`src/rtl/chip8_alu_pkg.sv`:
```
// Shared opcode values, opcode enum and pipeline state enum for the CHIP-8 ALU.
package chip8_alu_pkg;

  localparam logic [3:0] OP_LD  = 4'h0;
  localparam logic [3:0] OP_OR  = 4'h1;
  localparam logic [3:0] OP_AND = 4'h2;
  localparam logic [3:0] OP_XOR = 4'h3;
  localparam logic [3:0] OP_ADD = 4'h4;
  localparam logic [3:0] OP_SUB = 4'h5;
  localparam logic [3:0] OP_SHR = 4'h6;
  localparam logic [3:0] OP_RSB = 4'h7;
  localparam logic [3:0] OP_SHL = 4'hE;
  localparam logic [3:0] OP_BCD = 4'hF;

  typedef enum logic [3:0] {
    ALU_LD  = OP_LD,
    ALU_OR  = OP_OR,
    ALU_AND = OP_AND,
    ALU_XOR = OP_XOR,
    ALU_ADD = OP_ADD,
    ALU_SUB = OP_SUB,
    ALU_SHR = OP_SHR,
    ALU_RSB = OP_RSB,
    ALU_SHL = OP_SHL,
    ALU_BCD = OP_BCD
  } alu_op_t;

  typedef enum logic [1:0] {
    IDLE = 2'd0,
    BUSY = 2'd1,
    DONE = 2'd2
  } alu_state_t;

endpackage

```
`src/rtl/chip8_bcd_iter.sv`:
```
// Iterative double-dabble: one bit of a per cycle, MSB first, WIDTH cycles total.
// done is high during the cycle whose edge completes the last iteration; bcd is the value that edge produces.
module chip8_bcd_iter #(
  parameter int WIDTH  = 8,
  parameter int DIGITS = 3
) (
  input  logic                  clk,
  input  logic                  rst_n,
  input  logic                  start,
  input  logic [WIDTH-1:0]      a,
  output logic                  busy,
  output logic                  done,
  output logic [4*DIGITS-1:0]   bcd
);

  localparam int CW = $clog2(WIDTH + 1);

  logic [WIDTH-1:0]    shreg;
  logic [4*DIGITS-1:0] acc;
  logic [4*DIGITS-1:0] adj;
  logic [CW-1:0]       cnt;

  always_comb begin
    adj = acc;
    for (int i = 0; i < DIGITS; i++) begin
      if (adj[4*i +: 4] >= 4'd5) adj[4*i +: 4] = adj[4*i +: 4] + 4'd3;
    end
  end

  assign bcd  = {adj[4*DIGITS-2:0], shreg[WIDTH-1]};
  assign done = busy && (cnt == CW'(1));

  always_ff @(posedge clk or negedge rst_n) begin
    if (!rst_n) begin
      shreg <= '0;
      acc   <= '0;
      cnt   <= '0;
      busy  <= 1'b0;
    end else if (start) begin
      shreg <= a;
      acc   <= '0;
      cnt   <= CW'(WIDTH);
      busy  <= 1'b1;
    end else if (busy) begin
      shreg <= {shreg[WIDTH-2:0], 1'b0};
      acc   <= bcd;
      cnt   <= cnt - CW'(1);
      busy  <= !done;
    end
  end

endmodule

```
`src/rtl/chip8_alu_pipe.sv`:
```
// Registered CHIP-8 8xyN ALU with valid/ready handshakes and a multi-cycle BCD op (Fx33).
// Build option: CHIP8_QUIRK_VF_RESET_EN makes OR/AND/XOR write VF=0.
module chip8_alu_pipe
  import chip8_alu_pkg::*;
#(
  parameter int WIDTH  = 8,
  parameter int DIGITS = 3,
  parameter int OPW    = 4
) (
  input  logic                clk,
  input  logic                rst_n,
  input  logic                in_valid,
  output logic                in_ready,
  input  logic [OPW-1:0]      in_op,
  input  logic [WIDTH-1:0]    in_a,
  input  logic [WIDTH-1:0]    in_b,
  output logic                out_valid,
  input  logic                out_ready,
  output logic [WIDTH-1:0]    out_result,
  output logic                out_vf,
  output logic                out_vf_wr,
  output logic [4*DIGITS-1:0] out_bcd,
  output logic                out_illegal
);

  alu_state_t          state, state_n;
  logic                accept;
  logic                is_bcd;
  logic                bcd_busy, bcd_done;
  logic [4*DIGITS-1:0] bcd_val;

  logic [WIDTH-1:0] res_c;
  logic             vf_c, vf_wr_c, ill_c;
  logic [WIDTH:0]   sum_ab, dif_ab, dif_ba;

  assign out_valid = (state == DONE);
  assign in_ready  = (state != BUSY) && (!out_valid || out_ready);
  assign accept    = in_valid && in_ready;
  assign is_bcd    = (in_op == OP_BCD);

  assign sum_ab = {1'b0, in_a} + {1'b0, in_b};
  assign dif_ab = {1'b0, in_a} - {1'b0, in_b};
  assign dif_ba = {1'b0, in_b} - {1'b0, in_a};

  // Borrow lands in the extra top bit, so VF (not-borrow) is its inverse.
  always_comb begin
    res_c   = '0;
    vf_c    = 1'b0;
    vf_wr_c = 1'b0;
    ill_c   = 1'b0;
    case (in_op)
      OP_LD:  res_c = in_b;
`ifdef CHIP8_QUIRK_VF_RESET_EN
      OP_OR:  begin res_c = in_a | in_b; vf_wr_c = 1'b1; end
      OP_AND: begin res_c = in_a & in_b; vf_wr_c = 1'b1; end
      OP_XOR: begin res_c = in_a ^ in_b; vf_wr_c = 1'b1; end
`else
      OP_OR:  res_c = in_a | in_b;
      OP_AND: res_c = in_a & in_b;
      OP_XOR: res_c = in_a ^ in_b;
`endif
      OP_ADD: begin res_c = sum_ab[WIDTH-1:0]; vf_c = sum_ab[WIDTH];  vf_wr_c = 1'b1; end
      OP_SUB: begin res_c = dif_ab[WIDTH-1:0]; vf_c = !dif_ab[WIDTH]; vf_wr_c = 1'b1; end
      OP_SHR: begin res_c = in_a >> 1;         vf_c = in_a[0];        vf_wr_c = 1'b1; end
      OP_RSB: begin res_c = dif_ba[WIDTH-1:0]; vf_c = !dif_ba[WIDTH]; vf_wr_c = 1'b1; end
      OP_SHL: begin res_c = in_a << 1;         vf_c = in_a[WIDTH-1];  vf_wr_c = 1'b1; end
      OP_BCD: res_c = in_a;
      default: ill_c = 1'b1;
    endcase
  end

  always_ff @(posedge clk or negedge rst_n) begin
    if (!rst_n) state <= IDLE;
    else        state <= state_n;
  end

  always_comb begin
    state_n = state;
    case (state)
      IDLE, DONE: begin
        if (accept)                        state_n = is_bcd ? BUSY : DONE;
        else if (state == DONE && out_ready) state_n = IDLE;
      end
      BUSY: begin
        if (bcd_done)       state_n = DONE;
        else if (!bcd_busy) state_n = IDLE;
      end
      default: state_n = IDLE;
    endcase
  end

  always_ff @(posedge clk or negedge rst_n) begin
    if (!rst_n) begin
      out_result  <= '0;
      out_vf      <= 1'b0;
      out_vf_wr   <= 1'b0;
      out_bcd     <= '0;
      out_illegal <= 1'b0;
    end else if (accept) begin
      out_result  <= res_c;
      out_vf      <= vf_c;
      out_vf_wr   <= vf_wr_c;
      out_bcd     <= '0;
      out_illegal <= ill_c;
    end else if (bcd_done) begin
      out_bcd     <= bcd_val;
    end
  end

  chip8_bcd_iter #(
    .WIDTH  (WIDTH),
    .DIGITS (DIGITS)
  ) u_bcd (
    .clk   (clk),
    .rst_n (rst_n),
    .start (accept && is_bcd),
    .a     (in_a),
    .busy  (bcd_busy),
    .done  (bcd_done),
    .bcd   (bcd_val)
  );

endmodule

```
`config.mk`:
```
export PLATFORM = sky130hd
export DESIGN_NAME = chip8_alu_pipe
export DESIGN_NICKNAME = d
export VERILOG_FILES = /design/src/rtl/chip8_alu_pkg.sv /design/src/rtl/chip8_bcd_iter.sv /design/src/rtl/chip8_alu_pipe.sv
export SDC_FILE = /design/constraint.sdc
export NUM_CORES = 1
export LEC_CHECK = 0
export CAP_MARGIN = 20
export CORE_ASPECT_RATIO = 1.5
export CORE_MARGIN = 2
export CORE_UTILIZATION = 58
export DETAILED_ROUTE_END_ITERATION = 12
export PLACE_DENSITY = 0.82
export REMOVE_ABC_BUFFERS = 1
export SLEW_MARGIN = 5
export SYNTH_ARGS = -nofsm -noshare
export SYNTH_HDL_FRONTEND = slang
export SYNTH_HIERARCHICAL = 1
export SYNTH_SLANG_ARGS = --single-unit
```
`constraint.sdc`:
```
create_clock -name clk -period 2.7 [get_ports clk]
set_input_delay 0.54 -clock clk [delete_from_list [all_inputs] [get_ports clk]]
set_output_delay 0.54 -clock clk [all_outputs]
set_load 0.005 [all_outputs]
```
# Word level (Yosys, flattened, before mapping)
# Index checks and enable logic that the tools add are counted.
op_classes:
  n_bitwise: 3
  n_eq_ne: 15
  addsub: 7
  reduce_logical: 18
  n_mux: 23
  n_lt_le_gt_ge: 3
ops:
  columns: ["op", "count"]
  rows:
  - ["one-hot mux 8 bit (10 select lines)", 1]
  - ["two-way mux 12 bit", 4]
  - ["subtractor 8 x 8 -> 9 bit", 2]
  - ["== test 4 x 3 -> 1 bit, second input constant", 4]
  - ["two-way mux 4 bit", 4]
  - ["two-way mux 8 bit", 2]
  - [">= comparator 4 x 3 -> 1 bit, second input constant", 3]
  - ["two-way mux 2 bit", 5]
  - ["OR reduction 10 bit", 1]
  - ["adder 8 x 8 -> 9 bit", 1]
  - ["adder 4 x 2 -> 4 bit, second input constant", 2]
  - ["AND 8 bit", 1]
  - ["== test 4 x 1 -> 1 bit, second input constant", 2]
  - ["== test 4 x 2 -> 1 bit, second input constant", 2]
  - ["== test 4 bit, second input constant", 2]
  - ["bitwise OR 8 bit", 1]
  - ["XOR 8 bit", 1]
  - ["!= test 3 bit, second input constant", 2]
  - ["logical AND 1 bit", 5]
  - ["one-hot mux 1 bit (5 select lines)", 1]
  - ["OR reduction 5 bit", 1]
  - ["zero test 1 bit", 4]
  - ["zero test 4 bit", 1]
  - ["two-way mux 1 bit", 4]
  - ["12 further kinds", 13]
word_totals:
  ff_bits: 50
  out_inout_bits: 25
  word_cells: 79
  input_bits: 24

# Logic depth before layout (Yosys ltp)
depth:
  ltp_word: 7
  mapped_depth: 9
  mapped_depth_nobuf: 9

# By module
# The synthesis kept the hierarchy.
by_module_without_submodules:
  columns: ["mod", "area_each_um2", "n_inst", "seq_area_each_um2", "cells_per_inst"]
  rows:
  - ["chip8_alu_pipe", 2875.3, 1, 625.6, 351]
  - ["chip8_bcd_iter", 1550.2, 1, 625.6, 173]

# Worst setup path before layout
# Ideal clock, no wire load.
synth_timing:
  path_kind: "input-to-reg"
  start: "input port in_a[0]"
  end: "register out_result[4]"
  setup_time_ns: 0.121
  t_arrival_ns: 2.137
  n_path_buf: 0
  path_stages: 9
  required_time_ns: 2.579
  slack_ns: 0.442
  path_cell_list: "inv_1 ha_1 fa_1 o21bai_1 a21oi_1 mux2_2 a22oi_1 o311ai_0 a22o_1"
synth_between:
  elab_chain_len: 2
  elab_cells_between_ends: 4
  classes_between: "add/sub (3); mux (1)"
synth_rtl:
  columns: ["item", "line_no", "text"]
  rows:
  - ["start: declaration", "chip8_alu_pipe.sv:15", "input logic [WIDTH-1:0] in_a,"]
  - ["subtractor 8 x 8 -> 9 bit, or another cell as far along", "chip8_alu_pipe.sv:43", "assign dif_ba = {1'b0, in_b} - {1'b0, in_a};"]
  - ["one-hot mux 8 bit (10 select lines) *", "chip8_alu_pipe.sv:51", "case (in_op)"]
  - ["end signal: assignment", "chip8_alu_pipe.sv:100", "out_result <= res_c;"]
  - ["end: declaration", "chip8_alu_pipe.sv:19", "output logic [WIDTH-1:0] out_result,"]
# Every way passes the cells marked *; elsewhere a longest branch is shown, timed or not.
# A chain may end at the register's enable or synchronous reset.

# Final worst setup path
# Ends and elaborated chain as after synthesis.

==> impl_metrics.env <==
export IMPL_cp_end_kind="flip-flop"
export IMPL_synth_common_cells="52 x nor2_1, 50 x dfrtp_1, 48 x nand2_1, 41 x ha_1, 37 x inv_1"
export IMPL_fin_crit_sh=0.9556
export IMPL_yosysWarnings=6
export IMPL_grt_antenna_before_repair=0
export IMPL_crit_slowest_cell="clkdlybuf4s50_1"
export IMPL_setup_viol=0
export IMPL_clk_pin_slew_ns=0.07
export IMPL_fp_row_count=39
export IMPL_drv_cap=0
export IMPL_nets=686
export IMPL_vias=4449
export IMPL_r2r_end="u_bcd/acc[5]$_DFFE_PN0P_"
export IMPL_design_area_mm2=0.005619
export IMPL_grt_overflow_total=0
export IMPL_async_reset_ff_frac=1.000
export IMPL_worstPathMaxFanout=3
export IMPL_period_minus_slack_ns=2.580
export IMPL_reg2reg_depth=8
export IMPL_placed_area_mm2=0.005415
export IMPL_die_area_mm2=0.008359
export IMPL_ant_nets=0
export IMPL_grt_pass1_wl_mm=21.34
export IMPL_syn_to_final_growth_pct=26.97
export IMPL_netlist_instances=524
export IMPL_synthDistinctLibCells=70
export IMPL_start_kind="input pin"
export IMPL_clk_path_buf_depth=2
export IMPL_final_max_slew_violation_count=0
export IMPL_max_freq_mhz=387.6
export IMPL_portBuffers=48
export IMPL_skew_ns=0.004328
export IMPL_coreArea_mm2=0.007515
export IMPL_grt_max_degree=50
export IMPL_cpPeakStageDelay_ns=0.50
export IMPL_clockRootBuffer="clkbuf_16"
export IMPL_htree_levels=2
export IMPL_required_ns=2.88
export IMPL_tightestPinTransition_ns=0.8455
export IMPL_drt_iter0_markers=296
export IMPL_synth_area_per_cell_um2=8.446
export IMPL_reg2reg_slack_ns=0.79
export IMPL_start_util=0.5889
export IMPL_hpwlAfterDp_mm=10.32
export IMPL_drive_gt1_frac=0.1729
export IMPL_synth_ff_type="dfrtp_1"
export IMPL_outcome="finished clean"
export IMPL_diodes=0
export IMPL_numCtsBuffers=5
export IMPL_path_cells="clkdlybuf4s50_1 > inv_1 > ha_2 > fa_2 > o21bai_1 > a21oi_2 > mux2_2 > a22oi_1 > o311ai_1 > a22o_1"
export IMPL_hold_viol=0
export IMPL_drc=0
export IMPL_path_buf_inv=2
export IMPL_critical_path_arrival_ns=2.76
export IMPL_insertion_delay_ns=0.29
export IMPL_die_w_um=75.32
export IMPL_power_leakage_nw=2.571
export IMPL_routed_via_density=6.171
export IMPL_synth_edf_count=0
export IMPL_synth_area_top_cells="dfrtp_1 28%, ha_1 12%, mux2i_1 5.7%, nor2_1 4.4%, nand2_1 4.1%"
export IMPL_place_congestion=0.9406
export IMPL_die_h_um=111.0
export IMPL_wl_per_cell_um=18.72
export IMPL_critPathTopFamily="compound AO/OA/AOI/OAI gates"
export IMPL_io_pins=49
export IMPL_hold_buffers=0
export IMPL_ys_seq_elements=50
export IMPL_drtPass1Iterations=5
export IMPL_synth_top_cell_by_area="dfrtp_1"
export IMPL_final_util=0.7478
export IMPL_wl_mm=13.49
export IMPL_cts_sinks=50
export IMPL_ys_seq_area_frac=0.2827
export IMPL_layout_setup_ws_ns=0.1200
export IMPL_critPathKind="input pin to flip-flop"
export IMPL_power_density_mw_per_mm2=648.0
export IMPL_hp_class="input pin to asynchronous set/reset pin"
export IMPL_grt_usage=0.3317
export IMPL_vdd_drop_max_mv=0.3303
export IMPL_timing_rr_start="state[0]$_DFFE_PN0P_"
export IMPL_synth_area_mm2=0.004425
export IMPL_yosysTopAreaCellShare=0.2827
export IMPL_yosysMostFrequentCell="nor2_1"
export IMPL_cts_tree="built"
export IMPL_pre_cts_slack_ns=-0.3144
export IMPL_grt_pass1_vias=4433
export IMPL_slew_limit_headroom=0.4363
registers in the layout (all words and copies together) (netlist names):
signal	cells
u_bcd/shreg	8
out_result	8
state	2
u_bcd/acc	12
u_bcd/busy	1
u_bcd/cnt	4
out_vf	1
out_illegal	1
out_vf_wr	1
out_bcd	12
kinds of logic (layout without fill, tap and decap cells):
kind of cell | Yosys count | after routing | synth area share
simple gates | 164 | 164 | 0.1801
compound gates | 157 | 157 | 0.2533
buf+inv | 73 | 168 | 0.07436
flops | 50 | 50 | 0.2827
fa+ha+maj | 44 | 44 | 0.1295
mux | 28 | 28 | 0.06418
xor+xnor | 8 | 8 | 0.01583
cells in the final DEF (no fill, tap or decap), drive strengths merged, types with 9 or more instances in the layout:
cell           synthesis  layout
a211oi                 9       9
a21oi                 26      26
buf                   24      73
clkdlybuf4s50          0      46
dfrtp                 50      50
ha                    41      41
inv                   39      39
mux2i                 25      25
nand2                 48      48
nand2b                14      14
nor2                  52      52
nor3                  10      10
o21ai                 31      31
o221ai                10      10
what timing repair did:
action	in CTS	in global routing
gates resized for setup	0	9
pin swaps	1	2
setup buffers	1	1
endpoints found under the setup margin	1	4
cell type report:
type	count	area (um^2)
Clock buffer	6	128.9
Clock inverter	2	37.54
Fill cell	584	1896
Inverter	40	150.1
Multi-Input combinational cell	401	2868
Sequential cell	50	1251
Tap cell	102	127.6
Timing Repair Buffer	120	1056
metrics by stage:
step | hold slack, ns | setup TNS [ns] | total power [mW] | instances
finish | 0.02073 | 0 | 3.641 | 721
floorplan | 0.2444 | -0.3244 | 2.291 | 491
CTS | 0.01922 | 0 | 3.622 | 720
detailed placement | 0.3275 | -1.274 | 2.879 | 711
global route | 0.01344 | -0.1943 | 3.884 | 721
global placement | 0.3213 | -0.9204 | 2.798 | 711
layer usage:
| layer | up-vias | GRT usage | part of all wire |
|---|---|---|---|
| li1 | 2064 | - | - |
| met4 | 0 | 0.1789 | 0.055 |
| met5 | - | 0 | 0 |
| met3 | 55 | 0.04455 | 0.051 |
| met1 | 2135 | 0.3587 | 0.35 |
| met2 | 195 | 0.5913 | 0.54 |
how the worst max path moves through the flow:
stage,start,to,cells after the start
2_1_floorplan,out_ready,u_bcd/acc[5]$_DFFE_PN0P_,7
5_1_grt,in_a[0],out_vf$_DFFE_PN0P_,10
4_1_cts,in_a[0],out_result[4]$_DFFE_PN0P_,10
3_3_place_gp,in_b[0],out_result[4]$_DFFE_PN0P_,10
6_report,in_a[0],out_result[4]$_DFFE_PN0P_,10
3_5_place_dp,in_b[0],out_result[4]$_DFFE_PN0P_,10
where the power goes:
group / internal [mW] / leakage, nW / switching (mW)
Sequential: 0.961 / 0.643 / 0.247
Combinational: 0.810 / 1.85 / 0.898
Clock: 0.438 / 0.0771 / 0.287
(Power assumes the default switching activity.)
